## src/rtl/alu_pkg.sv

```systemverilog
// Opcode encodings shared by the operand issue stage and the ALU select decode.
package alu_pkg;

    typedef logic [1:0] alu_op_t;

    localparam alu_op_t OP_ADD = 2'b00;
    localparam alu_op_t OP_SUB = 2'b01;
    localparam alu_op_t OP_AND = 2'b10;
    localparam alu_op_t OP_OR  = 2'b11;

    localparam int OP_W = $bits(alu_op_t);

endpackage

```

## src/rtl/alu_operand_issue_if.sv

```systemverilog
// Host-side and ALU-side handshake bundle of the operand issue stage.
interface alu_operand_issue_if
    import alu_pkg::*;
#(
    parameter int WIDTH = 4,
    parameter int DEPTH = 4
);
    localparam int ADDR_W = $clog2(DEPTH);

    logic             i_VALID;
    logic             o_READY;
    logic [WIDTH-1:0] i_A;
    logic [WIDTH-1:0] i_B;
    alu_op_t          i_OP;

    logic             o_VALID;
    logic             i_READY;
    logic [WIDTH-1:0] o_A;
    logic [WIDTH-1:0] o_B;
    alu_op_t          o_SEL;
    logic [ADDR_W:0]  o_LEVEL;

    modport slave (
        input  i_VALID, i_A, i_B, i_OP, i_READY,
        output o_READY, o_VALID, o_A, o_B, o_SEL, o_LEVEL
    );

    modport master (
        output i_VALID, i_A, i_B, i_OP, i_READY,
        input  o_READY, o_VALID, o_A, o_B, o_SEL, o_LEVEL
    );

endinterface

```

## src/rtl/alu_operand_issue_fifo.sv

```systemverilog
// First-word-fall-through FIFO; head is read straight from storage, no write-to-read bypass.
module sync_fifo_fwft #(
    parameter int WIDTH_D = 10,
    parameter int DEPTH   = 4
) (
    input  logic                     clk,
    input  logic                     rst,
    input  logic                     flush,
    input  logic                     wr_valid,
    output logic                     wr_ready,
    input  logic [WIDTH_D-1:0]       wr_data,
    output logic                     rd_valid,
    input  logic                     rd_ready,
    output logic [WIDTH_D-1:0]       rd_data,
    output logic [$clog2(DEPTH):0]   level
);
    localparam int ADDR_W = $clog2(DEPTH);
    localparam logic [ADDR_W:0] FULL_CNT = (ADDR_W+1)'(DEPTH);

    logic [WIDTH_D-1:0] mem [DEPTH];
    logic [ADDR_W-1:0]  wr_ptr;
    logic [ADDR_W-1:0]  rd_ptr;
    logic [ADDR_W:0]    count;
    logic               full;
    logic               empty;
    logic               push;
    logic               pop;

    assign full  = (count == FULL_CNT);
    assign empty = (count == '0);
    // Acceptance looks only at registered occupancy, so a same-cycle pop never frees a slot.
    assign push  = wr_valid && !full;
    assign pop   = rd_ready && !empty;

    always_ff @(posedge clk) begin
        if (rst) begin
            wr_ptr <= '0;
            rd_ptr <= '0;
            count  <= '0;
        end else if (flush) begin
            wr_ptr <= '0;
            rd_ptr <= '0;
            count  <= '0;
        end else begin
            if (push) wr_ptr <= wr_ptr + 1'b1;
            if (pop)  rd_ptr <= rd_ptr + 1'b1;
            if (push && !pop)      count <= count + 1'b1;
            else if (pop && !push) count <= count - 1'b1;
        end
    end

    always_ff @(posedge clk) begin
        if (push && !rst && !flush) mem[wr_ptr] <= wr_data;
    end

    assign wr_ready = !full;
    assign rd_valid = !empty;
    assign rd_data  = mem[rd_ptr];
    assign level    = count;

endmodule

```

## src/rtl/alu_operand_issue.sv

```systemverilog
// Operand/opcode issue stage: buffers {OP, A, B} triples and presents them in order to the ALU.
module alu_operand_issue
    import alu_pkg::*;
#(
    parameter int WIDTH = 4,
    parameter int DEPTH = 4
) (
    input  logic               i_CLK,
    input  logic               i_RST,
    input  logic               i_FLUSH,
    alu_operand_issue_if.slave bus
);
    localparam int ADDR_W  = $clog2(DEPTH);
    localparam int WIDTH_D = 2*WIDTH + OP_W;

    logic [WIDTH_D-1:0] wr_word;
    logic [WIDTH_D-1:0] head;
    logic               head_valid;
    logic [ADDR_W:0]    level;

    assign wr_word = {bus.i_OP, bus.i_A, bus.i_B};

    sync_fifo_fwft #(
        .WIDTH_D (WIDTH_D),
        .DEPTH   (DEPTH)
    ) u_fifo (
        .clk      (i_CLK),
        .rst      (i_RST),
        .flush    (i_FLUSH),
        .wr_valid (bus.i_VALID),
        .wr_ready (bus.o_READY),
        .wr_data  (wr_word),
        .rd_valid (head_valid),
        .rd_ready (bus.i_READY),
        .rd_data  (head),
        .level    (level)
    );

    // Storage is not reset, so stale words are masked off whenever the FIFO is empty.
    assign bus.o_VALID = head_valid;
    assign bus.o_SEL   = head_valid ? alu_op_t'(head[WIDTH_D-1 -: OP_W]) : OP_ADD;
    assign bus.o_A     = head_valid ? head[2*WIDTH-1 -: WIDTH] : '0;
    assign bus.o_B     = head_valid ? head[WIDTH-1:0] : '0;
    assign bus.o_LEVEL = level;

endmodule

```

## src/flat_wrapper.sv

```systemverilog
// flat-port wrapper written by rule: the top's interface ports become plain ports
module alu_operand_issue_flat import alu_pkg::*;
#(
    parameter int WIDTH = 4,
    parameter int DEPTH = 4
)
  (i_CLK, i_RST, i_FLUSH, bus_i_VALID, bus_i_A, bus_i_B, bus_i_OP, bus_i_READY, bus_o_READY, bus_o_VALID, bus_o_A, bus_o_B, bus_o_SEL, bus_o_LEVEL);
  alu_operand_issue_if #(.WIDTH(WIDTH), .DEPTH(DEPTH)) bus_i ();
  input  logic i_CLK;
  input  logic i_RST;
  input  logic i_FLUSH;
  input wire logic [$bits(bus_i.i_VALID)-1:0] bus_i_VALID;
  input wire logic [$bits(bus_i.i_A)-1:0] bus_i_A;
  input wire logic [$bits(bus_i.i_B)-1:0] bus_i_B;
  input wire logic [$bits(bus_i.i_OP)-1:0] bus_i_OP;
  input wire logic [$bits(bus_i.i_READY)-1:0] bus_i_READY;
  output wire logic [$bits(bus_i.o_READY)-1:0] bus_o_READY;
  output wire logic [$bits(bus_i.o_VALID)-1:0] bus_o_VALID;
  output wire logic [$bits(bus_i.o_A)-1:0] bus_o_A;
  output wire logic [$bits(bus_i.o_B)-1:0] bus_o_B;
  output wire logic [$bits(bus_i.o_SEL)-1:0] bus_o_SEL;
  output wire logic [$bits(bus_i.o_LEVEL)-1:0] bus_o_LEVEL;
  assign bus_i.i_VALID = bus_i_VALID;
  assign bus_i.i_A = bus_i_A;
  assign bus_i.i_B = bus_i_B;
  assign bus_i.i_OP = bus_i_OP;
  assign bus_i.i_READY = bus_i_READY;
  assign bus_o_READY = bus_i.o_READY;
  assign bus_o_VALID = bus_i.o_VALID;
  assign bus_o_A = bus_i.o_A;
  assign bus_o_B = bus_i.o_B;
  assign bus_o_SEL = bus_i.o_SEL;
  assign bus_o_LEVEL = bus_i.o_LEVEL;
  alu_operand_issue #(.WIDTH(WIDTH), .DEPTH(DEPTH)) u_core (.i_CLK(i_CLK), .i_RST(i_RST), .i_FLUSH(i_FLUSH), .bus(bus_i));
endmodule
```

## config.mk

```make
export PLATFORM = sky130hd
export DESIGN_NAME = alu_operand_issue_flat
export DESIGN_NICKNAME = d
export VERILOG_FILES = /design/src/rtl/alu_pkg.sv /design/src/rtl/alu_operand_issue_if.sv /design/src/rtl/alu_operand_issue_fifo.sv /design/src/rtl/alu_operand_issue.sv /design/src/flat_wrapper.sv
export SDC_FILE = /design/constraint.sdc
export NUM_CORES = 1
export LEC_CHECK = 0
export BUFFER_PORTS_ARGS = -buffer_cell sky130_fd_sc_hd__buf_2
export CAP_MARGIN = 20
export CORE_UTILIZATION = 53
export CTS_BUF_LIST = sky130_fd_sc_hd__clkbuf_8
export DETAILED_ROUTE_END_ITERATION = 10
export HOLD_SLACK_MARGIN = 0.03
export PLACE_DENSITY = 0.85
export SLEW_MARGIN = 20
export SYNTH_ARGS = -nofsm -noshare
export SYNTH_HDL_FRONTEND = slang
export SYNTH_SLANG_ARGS = --single-unit
```

## constraint.sdc

```tcl
create_clock -name i_CLK -period 2.9 [get_ports i_CLK]
set_input_delay 0.58 -clock i_CLK [delete_from_list [all_inputs] [get_ports i_CLK]]
set_output_delay 0.58 -clock i_CLK [all_outputs]
set_load 0.02 [all_outputs]
```

Word level (Yosys, flattened, before mapping)

Memories as Yosys holds them, arrays and structs flattened. A register that Yosys moved wholly into a read port is not among the register bits.
Cells that the tools add are included.

$add $sub $neg: 4
Equal/unequal tests: 1
Muxes and demuxes: 9
Reductions and logical operators: 15

Operator list:

| cell                  | number |
|---|---|
| $mux W4               | 2 |
| $logic_and A1 B1 Y1   | 6 |
| $logic_not A1 Y1      | 6 |
| $mux W2               | 3 |
| $mux W3               | 2 |
| $add A2 B1 Y2 const B | 2 |
| $add A3 B1 Y3 const B | 1 |
| $eq A3 B3 Y1 const B  | 1 |
| $logic_not A3 Y1      | 1 |
| $sub A3 B1 Y3 const B | 1 |
| $mux W1               | 2 |
| $reduce_bool A2 Y1    | 1 |
| $reduce_or A2 Y1      | 1 |

Register bits after elaboration: 7
RAM bits: 40
Input bits: 15
Output and inout bits: 15
Logic and storage cells: 33
Memories: 1

Memories:

| name              | depth | bits a word | rd ports | clocked after Yosys merged registers in | wr ports | RTL line                     | text |
|---|---|---|---|---|---|---|---|
| u_core.u_fifo.mem | 4     | 10          | 1        | 1                                       | 1        | alu_operand_issue_fifo.sv:20 | `logic [WIDTH_D-1:0] mem [DEPTH];` |

Longest topological paths before layout

Gate-level depths: netlist (run 1).

Depth in word-level cells: 7
Mapped depth: 9
Gate-level depth less buffers: 8

Cells and area by module

Synthesis (run 1) repeated with hierarchy kept, for this count alone.

Cells, all modules: 111
Area total of the unflattened synthesis: 1984.4 sq um

Modules (own cells, without submodules):

| module            | times used | cells each | area an instance (sq um) | seq. area each (sq um) |
|---|---|---|---|---|
| sync_fifo_fwft    | 1          | 101        | 1921.8                   | 1381.3 |
| alu_operand_issue | 1          | 10         | 62.6                     | 0.0 |

Worst setup path after synthesis (run 1)

Ideal clock, no wire load.

Kind: register to register
Start point: register u_core.u_fifo.count[0], in the netlist u_core.u_fifo.level[0]
End point: register u_core.u_fifo.count[2], in the netlist u_core.u_fifo.level[2]
Library setup time: 0.070 ns
Arrival: 2.274 ns
Required time: 2.830 ns
Slack: 0.556 ns
Stages on the path, launching flop included: 10
Path buffers: 1
Period minus slack after synthesis: 2.344 ns
Cells stage by stage: dfxtp_1 > or3b_4 > and2_4 > buf_6 > ha_1 > inv_1 > fa_1 > xor2_1 > or3_2 > a21oi_1

Word-level cells in the longest chain between the ends: 6
Elaborated cells between the ends (all ways): 15
Those cells by class: add/sub (2); eq/ne (1); mux (2); reduce/logical (10)

Ends and longest elaborated chain:

| element                      | RTL line                     | text |
|---|---|---|
| from (decl)                  | alu_operand_issue_fifo.sv:23 | `logic [ADDR_W:0] count;` |
| from (signal assigned)       | alu_operand_issue_fifo.sv:47 | `if (push && !pop) count <= count + 1'b1;` |
| from (signal assigned)       | alu_operand_issue_fifo.sv:48 | `else if (pop && !push) count <= count - 1'b1;` |
| $eq A3 B3 Y1 (*)             | alu_operand_issue_fifo.sv:29 | `assign full = (count == FULL_CNT);` |
| $logic_not A1 Y1 (*)         | n/a                          |  |
| via bus_o_READY              | flat_wrapper.sv:17           | `output wire logic [$bits(bus_i.o_READY)-1:0] bus_o_READY;` |
| $logic_and A1 B1 Y1 (*)      | alu_operand_issue_fifo.sv:32 | `assign push = wr_valid && !full;` |
| via u_core.u_fifo.push       | alu_operand_issue_fifo.sv:26 | `logic push;` |
| $logic_not A1 Y1             | alu_operand_issue_fifo.sv:48 |  |
| $logic_and A1 B1 Y1          | alu_operand_issue_fifo.sv:48 |  |
| $reduce_bool A2 Y1 (no line) | n/a                          |  |

The timed path passes the listed nets; every way through them passes the cells marked *. The select of a mux whose other input is x is not followed.
A chain may end at the register's enable or synchronous reset.

==> impl_metrics.csv, run 1 <==
group,metric,value,unit
status,run_status,"finished clean",
critical_path,crit_fanout,7,
cells_and_area,layout_common_cells,"edfxtp_1 (40), buf_2 (29), mux4_2 (10), nor2b_1 (10), dfxtp_1 (9)",
timing,relSlewSlack,66.09,%
drt,drt_iter0_markers,43,
drt,dr.pass1.iters,4,
drt,drc,0,
critical_path,cp.required,2.32,ns
grt,grt-ovfl-total,0,
critical_path,worst-path-buf-inv,2,
clock_network,hold_buffers,0,
clock_network,cts_setup_buffers,0,
grt,grt_pass1_wl,5078,um
drt,vias,1059,
power_and_ir_drop,power_switching,328.7,uW
timing,hold_violations,0,
clock_network,cts_sinks,49,
logic_synthesis,synthesis.area,0.001988,sq mm
cells_and_area,drive_gt1_share,37.16,%
power_and_ir_drop,cellPowerDensity,626.9,mW/mm^2
logic_synthesis,seq_area_frac_synth,69.48,%
clock_network,clock_latency,0.29,ns
critical_path,crit_path_end_kind,"output port",
power_and_ir_drop,ir_drop,0.3613,mV
clock_network,numCtsBuffers,5,
clock_network,htree_levels,2,
die,dieArea,0.004000,sq mm
timing,layout_setup_ws,0.4143,ns
timing,hold_slack,0.4908,ns
die,pin_count,30,
grt,grt_usage,17.64,%
clock_network,cts_buffer_depth,2,
power_and_ir_drop,p_comb_share,13.4,%
drt,drt-total-wl,3109,um
logic_synthesis,avgSynthCellArea,17.44,sq um
die,dieWidth,63.25,um
logic_synthesis,yosysWarningCount,0,
cells_and_area,final_common_cell,"edfxtp_1",
logic_synthesis,synthCells,114,
clock_network,postCtsResizedCells,0,
die,die_h,63.25,um
power_and_ir_drop,clkPwrFrac,31.6,%
grt,grt_max_degree,15,
critical_path,cp.arrival,1.91,ns
critical_path,path_delay_family,"flip-flops",
timing,fin_tns_setup,0,ns
critical_path,crit_chain,"buf_4 > mux4_2 > nor2b_1 > buf_2",
logic_synthesis,synth_top_cell_by_area,"edfxtp_1",
flow_run,drv_cap,0,
logic_synthesis,ys_types,28,
power_and_ir_drop,p_leak,0.8417,nW
drt,drt-wirelength-per-cell,16.03,um
placed_design,post-place-ws,0.6275,ns
timing,worst_pin_slew,0.5086,ns
logic_synthesis,synth_nets,135,
timing,max_freq,0.4023,GHz
critical_path,slowest_stage,"dfxtp_1",
grt,antenna_found_initial,0,
logic_synthesis,ys_ff_latch,49,
critical_path,setup.worst_path.class,"flip-flop to output port",
timing,fin_skew,0.004052,ns
timing,period_share,85.71,%
drt,ant_nets,0,
die,start_util,57.32,%
die,rows,21,
power_and_ir_drop,p_int,1.104,mW
critical_path,start_kind,"flip-flop",
cells_and_area,antenna_cells,0,
cells_and_area,area_delta_synth_final,14.91,%
logic_synthesis,yosys-top-cells-area,"edfxtp_1 (60%), mux4_2 (11%), dfxtp_1 (9.1%)",
clock_network,cts_tree,"yes",
timing,rsz0062_at_grt,"no",
die,core,0.003468,sq mm
worst_hold_path,hold_path_class,"flip-flop to flip-flop",
power_and_ir_drop,swShare,22.95,%
logic_synthesis,synth_top_area_share,60.42,%
timing,final-max-slew-violation-count,0,
grt,grt_pass1_vias,1119,
critical_path,cpPeakStageDelay,0.59,ns
placed_design,gp_congestion,0.6765,
power_and_ir_drop,seqPwrFrac,55.0,%
timing,finalSetupViolations,0,
placed_design,io_buffers,29,
clock_network,clkTransAtPathRegs,0.08,ns
timing,period_minus_slack,2.486,ns
clock_network,clockRootBuffer,"clkbuf_8",
drt,vias_per_cell,5.459,
cells_and_area,final_nets,168,
placed_design,place_hpwl,2112,um
## tightest hold or removal path, stage by stage (launching register included)
cell and delay (ns):
dfxtp_1 0.34, nand2_1 0.06, o21ai_1 0.05
## logic make-up after synthesis
| kind of cell | share of synthesized area [%] |
|---|---|
| flip-flops | 69.48 |
| adder cells (fa/ha/maj) | 4.154 |
| XOR/XNOR | 1.322 |
| multiplexers | 11.83 |
| AND/OR/NAND/NOR | 8.811 |
| AO/OA/AOI/OAI | 2.265 |
| buffers and inverters | 2.139 |
## synthesized netlist by cell type, drive strengths merged
| master | count |
|---|---|
| nand2 | 2 |
| clkbuf | 3 |
| a21oi | 2 |
| edfxtp | 40 |
| or3 | 2 |
| buf | 2 |
| and2 | 1 |
| dfxtp | 9 |
| o21ai | 3 |
| and3 | 4 |
| or2 | 1 |
| inv | 4 |
| mux2i | 1 |
| nand4 | 2 |
| o31ai | 2 |
| xor2 | 3 |
| nor2b | 10 |
| nor3 | 1 |
| mux4 | 10 |
| or3b | 1 |
| nor2 | 5 |
| ha | 5 |
| fa | 1 |
## final timing paths
path / cells past startpoint / slack, ns / endpoint / from
setup reg to reg: 7 / 0.65 / u_core.u_fifo.level[2] / u_core.u_fifo.level[0]
setup / recovery: 4 / 0.41 / bus_o_A[0] / flip-flop
hold / removal: 2 / 0.49 / u_core.u_fifo.wr_ptr[0] / u_core.u_fifo.wr_ptr[0]
hold reg to reg: 2 / 0.49 / u_core.u_fifo.wr_ptr[0] / u_core.u_fifo.wr_ptr[0]
## sequential cells by signal (all words and copies together) (netlist names), named ones only
name,flops
u_core.u_fifo.level,3
u_core.u_fifo.mem,40
u_core.u_fifo.rd_ptr,2
u_core.u_fifo.wr_ptr,2
## routing by layer
| layer | vias to the layer above | GRT usage (%) | part of all wire, % |
|---|---|---|---|
| met1 | 525 | 19.82 | 41 |
| li1 | 495 | - | - |
| met5 | - | 0 | 0 |
| met4 | 0 | 9.943 | 2.3 |
| met2 | 30 | 30.38 | 51 |
| met3 | 9 | 4.529 | 5.0 |
## cell type report
type,instances,area [sq um]
Multi-Input combinational cell,56,564.3
Clock inverter,3,37.54
Timing Repair Buffer,31,160.2
Inverter,4,15.01
Clock buffer,5,68.82
Tap cell,46,57.56
Fill cell,256,1184
Sequential cell,49,1381
## per-stage QoR
step / utilization (%) / total power, mW / instances / area (sq um)
finish: 65.87 / 1.432 / 194 / 2285
global route: 65.87 / 1.482 / 194 / 2285
CTS: 65.87 / 1.445 / 194 / 2285
detailed placement: 62.81 / 0.9981 / 186 / 2178
global placement: 62.81 / 0.9897 / 186 / 2178
floorplan: - / 0.9307 / 114 / 1988
## power groups by stage
stage                     clock network (mW)  registers (mW)  logic [mW]
final                                  0.453           0.788       0.192
after global routing                   0.480           0.790       0.211
after CTS                              0.463           0.788       0.195
after detailed placement                   0           0.804       0.194
after global placement                     0           0.802       0.187
after floorplan                            0           0.804       0.126
(Power assumes the default switching activity.)
==> run 2, diff against run 1 <==
SYNTH_HIERARCHICAL = 1   (was not set)
==> impl_metrics.csv, run 2 <==
group,metric,value,unit
logic_synthesis,synth_top_area_share,60.53,%
drt,routed.top_layer,"met4",
power_and_ir_drop,ir_drop,0.4055,mV
cells_and_area,final_nets,165,
logic_synthesis,yosysWarningCount,6,
clock_network,cts_tree,"yes",
drt,wl_met3,119,um
logic_synthesis,synth_most_common_cell,"edfxtp_1",
flow_run,drv_cap,0,
die,pin_count,30,
drt,dr.pass1.iters,4,
drt,ant_nets,0,
logic_synthesis,synth_common_cells,"edfxtp_1 (40), and2_1 (10), mux4_2 (10), dfxtp_1 (9), nor2_1 (6)",
die,core,0.003468,sq mm
cells_and_area,fin_cells,191,
timing,relSlewSlack,65.23,%
clock_network,htree_levels,2,
timing,layout_setup_ws,0.3938,ns
grt,antenna_found_initial,0,
logic_synthesis,yosys-top-cells-area,"edfxtp_1 (61%), mux4_2 (11%), dfxtp_1 (9.1%)",
critical_path,r2r-start,"u_core/u_fifo/level[0]",
clock_network,hold_buffers,0,
logic_synthesis,seq_area_frac_synth,69.61,%
cells_and_area,largest_reg_flops,40,
clock_network,clockRootBuffer,"clkbuf_8",
drt,vias,1023,
drt,drt-total-wl,3112,um
logic_synthesis,synth_ff_type,"edfxtp_1",
timing,final-max-slew-violation-count,0,
placed_design,post-place-ws,0.6306,ns
critical_path,reg2reg_depth,8,
drt,wl_met1,1385,um
clock_network,cts_buffer_depth,2,
drt,drt-wirelength-per-cell,16.29,um
logic_synthesis,ys_ff_latch,49,
timing,period_share,86.42,%
placed_design,io_buffers,29,
logic_synthesis,synth_edf_count,40,
logic_synthesis,synth_top_cell_by_area,"edfxtp_1",
cells_and_area,drive_gt1_share,38.62,%
power_and_ir_drop,p_leak,0.8508,nW
critical_path,setup.worst_path.class,"flip-flop to output port",
grt,grt_usage,17.85,%
placed_design,place_hpwl,2143,um
placed_design,post-place-cells,183,
timing,max_freq,0.3990,GHz
die,dieWidth,63.19,um
critical_path,reg2reg_slack,0.61,ns
cells_and_area,layout_common_cells,"edfxtp_1 (40), buf_2 (29), and2_1 (10), mux4_2 (10), dfxtp_1 (9)",
critical_path,cp.required,2.32,ns
critical_path,crit_fanout,6,
timing,fin_skew,0.008155,ns
critical_path,start_kind,"flip-flop",
worst_hold_path,hold_path_class,"input port to flip-flop",
power_and_ir_drop,cellPowerDensity,637.1,mW/mm^2
placed_design,gp_congestion,0.6895,
drt,drt_iter0_markers,15,
logic_synthesis,ys_types,28,
timing,hold_slack,0.4934,ns
die,rows,21,
worst_hold_path,min_path_cells,1,
logic_synthesis,synthesis.area,0.001984,sq mm
critical_path,r2r-end,"u_core/u_fifo/level[2]",
critical_path,crit_chain,"buf_4 > mux4_2 > and2_1 > buf_2",
worst_hold_path,hold_start,"bus_i_A[2]",
clock_network,numCtsBuffers,5,
die,dieArea,0.003993,sq mm
timing,fin_tns_setup,0,ns
grt,grt_pass1_wl,5147,um
cells_and_area,final_common_cell,"edfxtp_1",
critical_path,crit_path_end_kind,"output port",
cells_and_area,area_delta_synth_final,15.26,%
drt,route.met2.wl,1565,um
logic_synthesis,synthCells,111,
timing,worst_pin_slew,0.5215,ns
clock_network,clock_latency,0.30,ns
die,die_h,63.19,um
timing,period_minus_slack,2.506,ns
critical_path,cpPeakStageDelay,0.56,ns
timing,rsz0062_at_grt,"no",
cells_and_area,n_fill_cell,260,
logic_synthesis,synth_nets,132,
timing,finalSetupViolations,0,
clock_network,cts_sinks,49,
critical_path,cp.arrival,1.93,ns
power_and_ir_drop,finalPower,1.457,mW
critical_path,slowest_stage,"dfxtp_1",
worst_hold_path,min_to,"u_core/u_fifo/mem[3][6]",
grt,grt-ovfl-total,0,
cells_and_area,regMostFlops,"u_core/u_fifo/mem",
drt,drc,0,
cells_and_area,antenna_cells,0,
status,run_status,"finished clean",
clock_network,clkTransAtPathRegs,0.08,ns
grt,grt_max_degree,15,
logic_synthesis,avgSynthCellArea,17.88,sq um
logic_synthesis,synthArstFlopShare,0,%
die,start_util,57.22,%
timing,hold_violations,0,
drt,vias_per_cell,5.356,
clock_network,postCtsResizedCells,0,
grt,grt_pass1_vias,1078,
clock_network,cts_setup_buffers,0,
run 2: power breakdown:
part | leakage [nW] | switching (mW) | total [mW] | internal [mW]
clock network | 0.0626 | 0.207 | 0.485 | 0.277
logic | 0.354 | 0.106 | 0.184 | 0.0780
registers | 0.434 | 0.0145 | 0.788 | 0.774
run 2: logic make-up (layout without fill, tap and decap cells):
family | Yosys count | after routing | share of synthesized area (%)
AND/OR/NAND/NOR | 28 | 28 | 8.638
buffers and inverters | 7 | 41 | 1.765
flip-flops | 49 | 49 | 69.61
adder cells (fa/ha/maj) | 6 | 6 | 4.161
multiplexers | 11 | 11 | 11.85
AO/OA/AOI/OAI | 6 | 6 | 2.206
XOR/XNOR | 4 | 4 | 1.765
run 2: area by class of cell:
type / instances / area (sq um) / area share (%)
repair buffers: 30 / 152.6 / 6.674
inverters: 3 / 11.26 / 0.4923
well taps: 46 / 57.56 / 2.516
clock inverters: 2 / 33.78 / 1.477
clock buffers: 6 / 82.58 / 3.611
multi-input cells: 55 / 568.0 / 24.84
flip-flops and latches: 49 / 1381 / 60.39
run 2: critical path: cells and delay by family, from the launching register on:
kind | cells | cell delay (ns)
multiplexers | 1 | 0.51
flip-flops | 1 | 0.56
buffers and inverters | 2 | 0.39
AND/OR/NAND/NOR | 1 | 0.17
run 2: worst max-delay path by stage:
stage / start / to / slack, ns / cells after the start
6_report: flip-flop / bus_o_SEL[1] / 0.39 / 4
3_5_place_dp: bus_i_READY / u_core/u_fifo/level[2] / 0.63 / 8
5_1_grt: flip-flop / bus_o_SEL[1] / 0.27 / 4
3_3_place_gp: bus_i_VALID / u_core/u_fifo/level[2] / 0.70 / 8
4_1_cts: flip-flop / bus_o_SEL[1] / 0.35 / 4
2_1_floorplan: u_core/u_fifo/level[0] / u_core/u_fifo/level[2] / 0.55 / 9
run 2: through the flow:
stage	utilization, %	cell area [sq um]
finish	65.95	2287
floorplan	-	1984
global route	65.95	2287
global placement	62.59	2171
CTS	65.95	2287
detailed placement	62.59	2171
run 2: metal layers:
layer | vias up | global-route usage, %
met5 | - | 0
met1 | 508 | 22.36
met3 | 5 | 4.348
li1 | 489 | -
met4 | 0 | 7.670
met2 | 21 | 29.57
